==> config.mk <==
export PLATFORM = sky130hd
export DESIGN_NAME = cache_arbiter
export DESIGN_NICKNAME = d
export VERILOG_FILES = /design/src/rtl/cache_arbiter_pkg.sv /design/src/rtl/cache_arbiter.sv
export SDC_FILE = /design/constraint.sdc
export NUM_CORES = 2
export LEC_CHECK = 0
export ABC_CLOCK_PERIOD_IN_PS = 19540
export CAP_MARGIN = 20
export CELL_PAD_IN_SITES_DETAIL_PLACEMENT = 1
export CELL_PAD_IN_SITES_GLOBAL_PLACEMENT = 2
export CORE_AREA = 2 2 649 651
export DETAILED_ROUTE_END_ITERATION = 8
export DIE_AREA = 0 0 651 653
export PLACE_DENSITY_LB_ADDON = 0.2
export SKIP_CTS_REPAIR_TIMING = 1
export SLEW_MARGIN = 20
export SYNTH_ARGS = -nofsm -noshare
export SYNTH_HDL_FRONTEND = slang
export SYNTH_SLANG_ARGS = --single-unit
export TNS_END_PERCENT = 1
==> constraint.sdc <==
create_clock -name clk -period 19.54 [get_ports clk]
set_input_delay 4.885 -clock clk [delete_from_list [all_inputs] [get_ports clk]]
set_output_delay 4.885 -clock clk [all_outputs]
set_load 0.01 [all_outputs]
==> src/rtl/cache_arbiter_pkg.sv <==
// Shared cache types: arbiter FSM states, port-select type, default widths
// and the round-robin pick rule used by cache_arbiter.
package cache_arbiter_pkg;

  localparam int unsigned LINE_WIDTH_DEF = 256;
  localparam int unsigned ADDR_WIDTH_DEF = 32;

  typedef enum logic [1:0] {
    IDLE  = 2'd0,
    SERVE = 2'd1,
    DONE  = 2'd2
  } arb_state_t;

  typedef enum logic {
    SEL_I = 1'b0,
    SEL_D = 1'b1
  } arb_sel_t;

  // Pick a port among the current requesters; on contention the port not
  // granted last wins.
  function automatic arb_sel_t arb_pick(input logic i_req, input logic d_req,
                                        input arb_sel_t last);
    arb_sel_t pick;
    if (i_req && d_req) begin
      if (last == SEL_I) pick = SEL_D;
      else               pick = SEL_I;
    end else if (d_req) begin
      pick = SEL_D;
    end else begin
      pick = SEL_I;
    end
    return pick;
  endfunction

endpackage

==> src/rtl/cache_arbiter.sv <==
// Arbitrates line reads/writes from the split I- and D-caches onto a single
// physical memory port. One transaction at a time, no preemption, round-robin
// on contention.
//
// Ports:
//   clk, rst                       clock, async active-high reset
//   i_read/i_write/i_address/i_wdata  I-cache request (held until i_resp)
//   i_rdata, i_resp                   I-cache returned line and done pulse
//   d_*                               D-cache port, same meaning as i_*
//   pmem_read/pmem_write/pmem_address/pmem_wdata  memory request (registered)
//   pmem_rdata, pmem_resp             memory returned line and done pulse
module cache_arbiter
  import cache_arbiter_pkg::*;
#(
  parameter int unsigned LINE_WIDTH = LINE_WIDTH_DEF,
  parameter int unsigned ADDR_WIDTH = ADDR_WIDTH_DEF
) (
  input  logic                  clk,
  input  logic                  rst,

  input  logic                  i_read,
  input  logic                  i_write,
  input  logic [ADDR_WIDTH-1:0] i_address,
  input  logic [LINE_WIDTH-1:0] i_wdata,
  output logic [LINE_WIDTH-1:0] i_rdata,
  output logic                  i_resp,

  input  logic                  d_read,
  input  logic                  d_write,
  input  logic [ADDR_WIDTH-1:0] d_address,
  input  logic [LINE_WIDTH-1:0] d_wdata,
  output logic [LINE_WIDTH-1:0] d_rdata,
  output logic                  d_resp,

  output logic                  pmem_read,
  output logic                  pmem_write,
  output logic [ADDR_WIDTH-1:0] pmem_address,
  output logic [LINE_WIDTH-1:0] pmem_wdata,
  input  logic [LINE_WIDTH-1:0] pmem_rdata,
  input  logic                  pmem_resp
);

  arb_state_t state, state_next;
  // Port of the current/last grant; doubles as the round-robin pointer.
  arb_sel_t   grant, grant_next;
  arb_sel_t   pick;

  logic [LINE_WIDTH-1:0] line, line_next;
  logic                  pmem_read_next, pmem_write_next;
  logic [ADDR_WIDTH-1:0] pmem_address_next;
  logic [LINE_WIDTH-1:0] pmem_wdata_next;
  logic                  i_resp_next, d_resp_next;

  logic i_req, d_req;

  assign i_req = i_read | i_write;
  assign d_req = d_read | d_write;
  assign pick  = arb_pick(i_req, d_req, grant);

  // Both caches see the captured line; only their resp qualifies it.
  assign i_rdata = line;
  assign d_rdata = line;

  // State register and registered outputs.
  always_ff @(posedge clk or posedge rst) begin
    if (rst) begin
      state        <= IDLE;
      grant        <= SEL_I;
      line         <= '0;
      pmem_read    <= 1'b0;
      pmem_write   <= 1'b0;
      pmem_address <= '0;
      pmem_wdata   <= '0;
      i_resp       <= 1'b0;
      d_resp       <= 1'b0;
    end else begin
      state        <= state_next;
      grant        <= grant_next;
      line         <= line_next;
      pmem_read    <= pmem_read_next;
      pmem_write   <= pmem_write_next;
      pmem_address <= pmem_address_next;
      pmem_wdata   <= pmem_wdata_next;
      i_resp       <= i_resp_next;
      d_resp       <= d_resp_next;
    end
  end

  // Next-state and next-output logic.
  always_comb begin
    state_next        = state;
    grant_next        = grant;
    line_next         = line;
    pmem_read_next    = pmem_read;
    pmem_write_next   = pmem_write;
    pmem_address_next = pmem_address;
    pmem_wdata_next   = pmem_wdata;
    i_resp_next       = 1'b0;
    d_resp_next       = 1'b0;

    unique case (state)
      IDLE: begin
        if (i_req || d_req) begin
          grant_next = pick;
          // A port with read and write both high is treated as a write.
          if (pick == SEL_D) begin
            pmem_write_next   = d_write;
            pmem_read_next    = ~d_write;
            pmem_address_next = d_address;
            pmem_wdata_next   = d_wdata;
          end else begin
            pmem_write_next   = i_write;
            pmem_read_next    = ~i_write;
            pmem_address_next = i_address;
            pmem_wdata_next   = i_wdata;
          end
          state_next = SERVE;
        end
      end

      SERVE: begin
        if (pmem_resp) begin
          line_next       = pmem_rdata;
          pmem_read_next  = 1'b0;
          pmem_write_next = 1'b0;
          i_resp_next     = (grant == SEL_I);
          d_resp_next     = (grant == SEL_D);
          state_next      = DONE;
        end
      end

      DONE: begin
        state_next = IDLE;
      end

      default: begin
        state_next      = IDLE;
        pmem_read_next  = 1'b0;
        pmem_write_next = 1'b0;
      end
    endcase
  end

endmodule
=== Yosys cells after proc, flatten, opt, wreduce, memory -nomap -nowiden ===
Cells that the tools add are included.

* Flip-flop bits (word level): 551
* Bits in latches: 0
* Bits in writable memories: 0
* Memory bits (read-only): 0
* Input port bits: 839
* Output and inout port bits: 804
* Word-level logic and storage cells: 45
* Memories: 0

* Add/sub/neg operators: 0
* Multipliers: 0
* Div/mod/pow operators: 0
* Magnitude comparators: 0
* Equal/unequal tests: 4
* Shift operators: 0
* Muxes and demuxes: 19
* Bitwise gates (word level): 6
* Reduce and logical (&&, ||, !) cells: 7

{| class="wikitable"
|+ Operators with widths
! kind !! number
|-
| $mux 256 || 1
|-
| $mux 32 || 1
|-
| $mux 1 || 12
|-
| $pmux 1 s3 || 2
|-
| $reduce_and 2->1 || 3
|-
| $mux 2 || 2
|-
| $ne 2x2->1 const B || 2
|-
| $not 1->1 || 4
|-
| $pmux 2 s2 || 1
|-
| $reduce_and 3->1 || 1
|-
| $eq 2x1->1 const B || 1
|-
| $eq 2x2->1 const B || 1
|-
| $logic_not 2->1 || 1
|-
| $or 1x1->1 || 2
|-
| $logic_and 1x1->1 || 1
|-
| $logic_or 1x1->1 || 1
|}

=== Longest topological paths before layout ===
* Depth in word-level cells: 6
* Mapped depth: 6

=== Worst setup path after synthesis ===
Ideal clock, no wire load.

* Path kind: input -> register
* From: input i_read
* To: register pmem_write
* Setup time: 126 ps
* Data arrival time: 6139 ps
* Slack: 13275 ps
* Cell stages on the path: 5
* Cell sequence: or4_1 and2_4 buf_6 buf_6 a221o_1

* Word-level cells in the longest chain between the ends: 6
* Elaborated cells on any way between the ends: 9
* Classes of those cells: eq/ne: 1; mux: 4; bitwise: 1; reduce/logical: 3

{| class="wikitable"
|+ RTL lines
! what !! line !! source
|-
| start: declaration || cache_arbiter.sv:21 || <nowiki>input logic i_read,</nowiki>
|-
| $or 1x1->1 * || cache_arbiter.sv:56 || <nowiki>assign i_req = i_read | i_write;</nowiki>
|-
| $logic_and 1x1->1 || cache_arbiter_pkg.sv:24 || <nowiki>if (i_req && d_req) begin</nowiki>
|-
| $mux 1 || cache_arbiter_pkg.sv:24 ||
|-
| $mux 1 || cache_arbiter.sv:106 || <nowiki>if (pick == SEL_D) begin</nowiki>
|-
| $mux 1 || cache_arbiter.sv:103 || <nowiki>if (i_req || d_req) begin</nowiki>
|-
| $pmux 1 s3 || cache_arbiter.sv:101 || <nowiki>unique case (state)</nowiki>
|-
| end signal: assignment || cache_arbiter.sv:81 || <nowiki>pmem_write <= pmem_write_next;</nowiki>
|-
| end: declaration || cache_arbiter.sv:36 || <nowiki>output logic pmem_write,</nowiki>
|}

Every way passes the cells marked *; elsewhere a longest branch is shown, timed or not. The select of a mux whose other input is x is not followed.
A chain may end at the register's enable or synchronous reset.

=== Final worst setup path ===
* From: input i_write
* To: register pmem_wdata[115]

* Word-level cells in the longest chain between the ends: 4
* Elaborated cells on any way between the ends: 6
* Classes of those cells: mux: 2; bitwise: 1; reduce/logical: 3

{| class="wikitable"
|+ RTL lines
! what !! line !! source
|-
| start: declaration || cache_arbiter.sv:22 || <nowiki>input logic i_write,</nowiki>
|-
| $or 1x1->1 * || cache_arbiter.sv:56 ||
|-
| $logic_and 1x1->1 || cache_arbiter_pkg.sv:24 ||
|-
| $mux 1 || cache_arbiter_pkg.sv:24 ||
|-
| $mux 256 || cache_arbiter.sv:106 ||
|-
| end signal: assignment || cache_arbiter.sv:83 || <nowiki>pmem_wdata <= pmem_wdata_next;</nowiki>
|-
| end: declaration || cache_arbiter.sv:38 || <nowiki>output logic [LINE_WIDTH-1:0] pmem_wdata,</nowiki>
|}

Every way passes the cells marked *; elsewhere a longest branch is shown, timed or not.

==> reports/results.txt <==
worst hold slack = 537 ps
WL final = 250,000 um
CP top delay family = buffers and inverters
hpwl dp = 200,000 um
number of synthesized flops with an enable pin = 0
Synth Cell Area = 0.0259 sq mm
Core Region = 0.418 sq mm
Die Y = 653 um
synth top area cells = dfrtp_1, mux2_2, buf_4
worst path required time = 20,230 ps
max cap viols = 0
peak supply drop = 0.0653 mV
Port Buffer Count = 1,642
clock buffer depth = 4
Top Ports = 1,643
status = finished, final reports clean
share of cells above drive strength 1 = 11.7%
critical path's slowest cell = buf_4
pwr dens = 151 mW/mm^2
fin crit period = 8970 ps
Tot Pwr = 7.56 mW
Hold Crit Class = reg2reg
ANT nets after route = 0
WL/cell = 26.7 um
Die Span X = 651 um
period utilisation layout = 45.9%
top-count cell post-synth = dfrtp_1
final hold vios = 0
# setup viols final = 0
TritonCTS Buffers = 94
Setup Skew = 58.0 ps
largest net degree at the start of global routing = 112
FILL cells = 48,500
clk sinks = 551
DRT iter0 DRCs = 974
Synth-to-Final Area Change = 92.8%
Net count, final = 4,608
fmax = 0.112 GHz
GPL Wtd Cong = 0.794
vias = 26,600
later-pin clock latency in the skew report = 830 ps
Rel. slew slack = 22.2%
CP bufs+invs = 5
vias in the first global route = 28,200
CP endpoint = pmem_wdata[115]
worst reg2reg startpoint = state[0]
Synth top cells by count = dfrtp_1, nand3_1, a21oi_1, a31oi_1, o21ai_0
post-synthesis register bit count = 551
critical path depth = 8
CP Max Fanout = 61
leakage = 17.2 nW
leading area contributor after synthesis = dfrtp_1
worst-case reg-to-reg path depth = 7
Slew @ Worst Pin = 1170 ps
initial core utilization = 6.19%
DRC viols = 0
CTS root buffer = clkbuf_16
CTS tree = done
crit end category = flip-flop
ys async rst share = 100%
H-tree Lvls = 3
first-pass GRT wire length = 318,000 um
critical-path cell list = clkdlybuf4s50_1 -> or4_4 -> buf_4 -> buf_4 -> buf_4 -> buf_4 -> a21oi_1 -> a31oi_1
gr usage total = 11.3%
Inst Count DP = 9,193
Worst-path clk slew = 60 ps
Startpoint Class = primary input
share of the synthesized area in the top cell type = 53.2%
grt ovf = 0
reg2reg setup slack = 15,120 ps
Synth Flop Type = dfrtp_1
routed vias/inst = 2.84
post-route non-filler standard cell count = 9,368
Top cell by count, worst path = buf_4
Pre-antenna DRT Iters = 4
WP data arrival = 9660 ps
WS Path Type = in2reg
site row count = 238
setup total negative slack = 0 ps
max-slew violations = 0
die area = 0.425 sq mm
Critical R2R Capture = pmem_wdata[115]
Cells after Synth = 2,495
library cells used by synthesis = 26
antenna violations before repair = 137
worst setup path startpoint = i_write
post-synthesis sequential area ratio = 53.2%
critical path's largest stage delay = 760 ps
Synth Net Count = 3,334
number of synthesis warnings = 0
RSZ-0062 raised after global routing = no
mean post-synth cell area = 10.4 sq um
-- registers in the layout, summed over array words and instances, names as in the netlist --
| signal | count |
|---|---|
| d_rdata | 256 |
| pmem_wdata | 256 |
| pmem_address | 32 |
| state | 2 |
| d_resp | 1 |
| grant | 1 |
| i_resp | 1 |
| pmem_read | 1 |
| pmem_write | 1 |
-- how the worst min path moves through the flow --
stage                       startpoint            to  slack, ps  cells past startpoint
after global placement    d_rdata[121]  d_rdata[121]        520                      1
after detailed placement  d_rdata[202]  d_rdata[202]        530                      1
after floorplan               state[1]      state[0]        470                      1
final                     d_rdata[202]  d_rdata[202]        540                      1
after global routing      d_rdata[237]  d_rdata[237]        560                      1
after CTS                 d_rdata[202]  d_rdata[202]        540                      1
-- metal layers --
layer | vias to the layer above | share of wire [%] | GRT usage, %
met1 | 13600 | 38 | 12.2
met3 | 367 | 6.0 | 3.08
met2 | 1086 | 54 | 21.6
met4 | 84 | 2.4 | 2.21
met5 | - | 0.21 | 0
li1 | 11400 | - | -
-- power by group --
| part | leakage, nW | internal [mW] | switching, mW |
|---|---|---|---|
| registers | 6.29 | 1.65 | 0.546 |
| logic | 9.41 | 1.73 | 1.87 |
| clock network | 1.53 | 1.08 | 0.694 |
| total | 17.2 | 4.45 | 3.11 |
-- cells in the final DEF (no fill, tap or decap), types with 4 or more instances in the layout --
cell             synthesis  final
a21oi_1                289    289
a31oi_1                288    288
buf_12                   0     10
buf_4                  256     34
bufinv_16                0      9
clkbuf_1               157     23
clkbuf_16                0     94
clkbuf_8                 0     21
clkdlybuf4s50_1          0   1641
clkinv_2                 0      9
dfrtp_1                551    551
diode_2                  0     13
mux2_2                 256    256
nand3_1                290    290
nor2_1                   6      4
o21ai_0                287    285
o21ai_1                  3      4
-- worst reg2reg max path, delay by kind of cell (launching register included) --
kind / cells / cell delay (ps)
buffers and inverters: 4 / 2610
AND/OR/NAND/NOR: 2 / 940
flip-flops: 1 / 470
AO/OA/AOI/OAI: 1 / 250
-- cell type report --
cell class | count | area, sq um | share of cell area (%)
multi-input combinational | 1433 | 9200 | 18.4
tap | 5520 | 6910 | 13.8
timing repair buffer | 1685 | 16900 | 33.8
clock buffer | 138 | 2730 | 5.46
clock inverter | 24 | 385 | 0.772
inverter | 4 | 26.3 | 0.0526
antenna | 13 | 32.5 | 0.0651
sequential | 551 | 13800 | 27.6
-- cells by family (layout without fill, tap and decap cells) --
| group | after synthesis | in the layout | synth area share [%] |
|---|---|---|---|
| simple gates | 303 | 303 | 5.84 |
| other cells | 0 | 13 | 0 |
| buf+inv | 511 | 1851 | 11.4 |
| flops | 551 | 551 | 53.2 |
| compound gates | 874 | 874 | 18.4 |
| mux | 256 | 256 | 11.1 |
-- metrics by stage --
step / area (sq um) / worst slack, ps / util (%)
detailed placement: 46800 / 9790 / 11.2
global placement: 46800 / 9810 / 11.2
global route: 49900 / 10450 / 11.9
floorplan: 25900 / 7160 / -
finish: 49900 / 10570 / 11.9
CTS: 49900 / 10710 / 11.9
No activity file was read; power rests on OpenSTA's default activity.
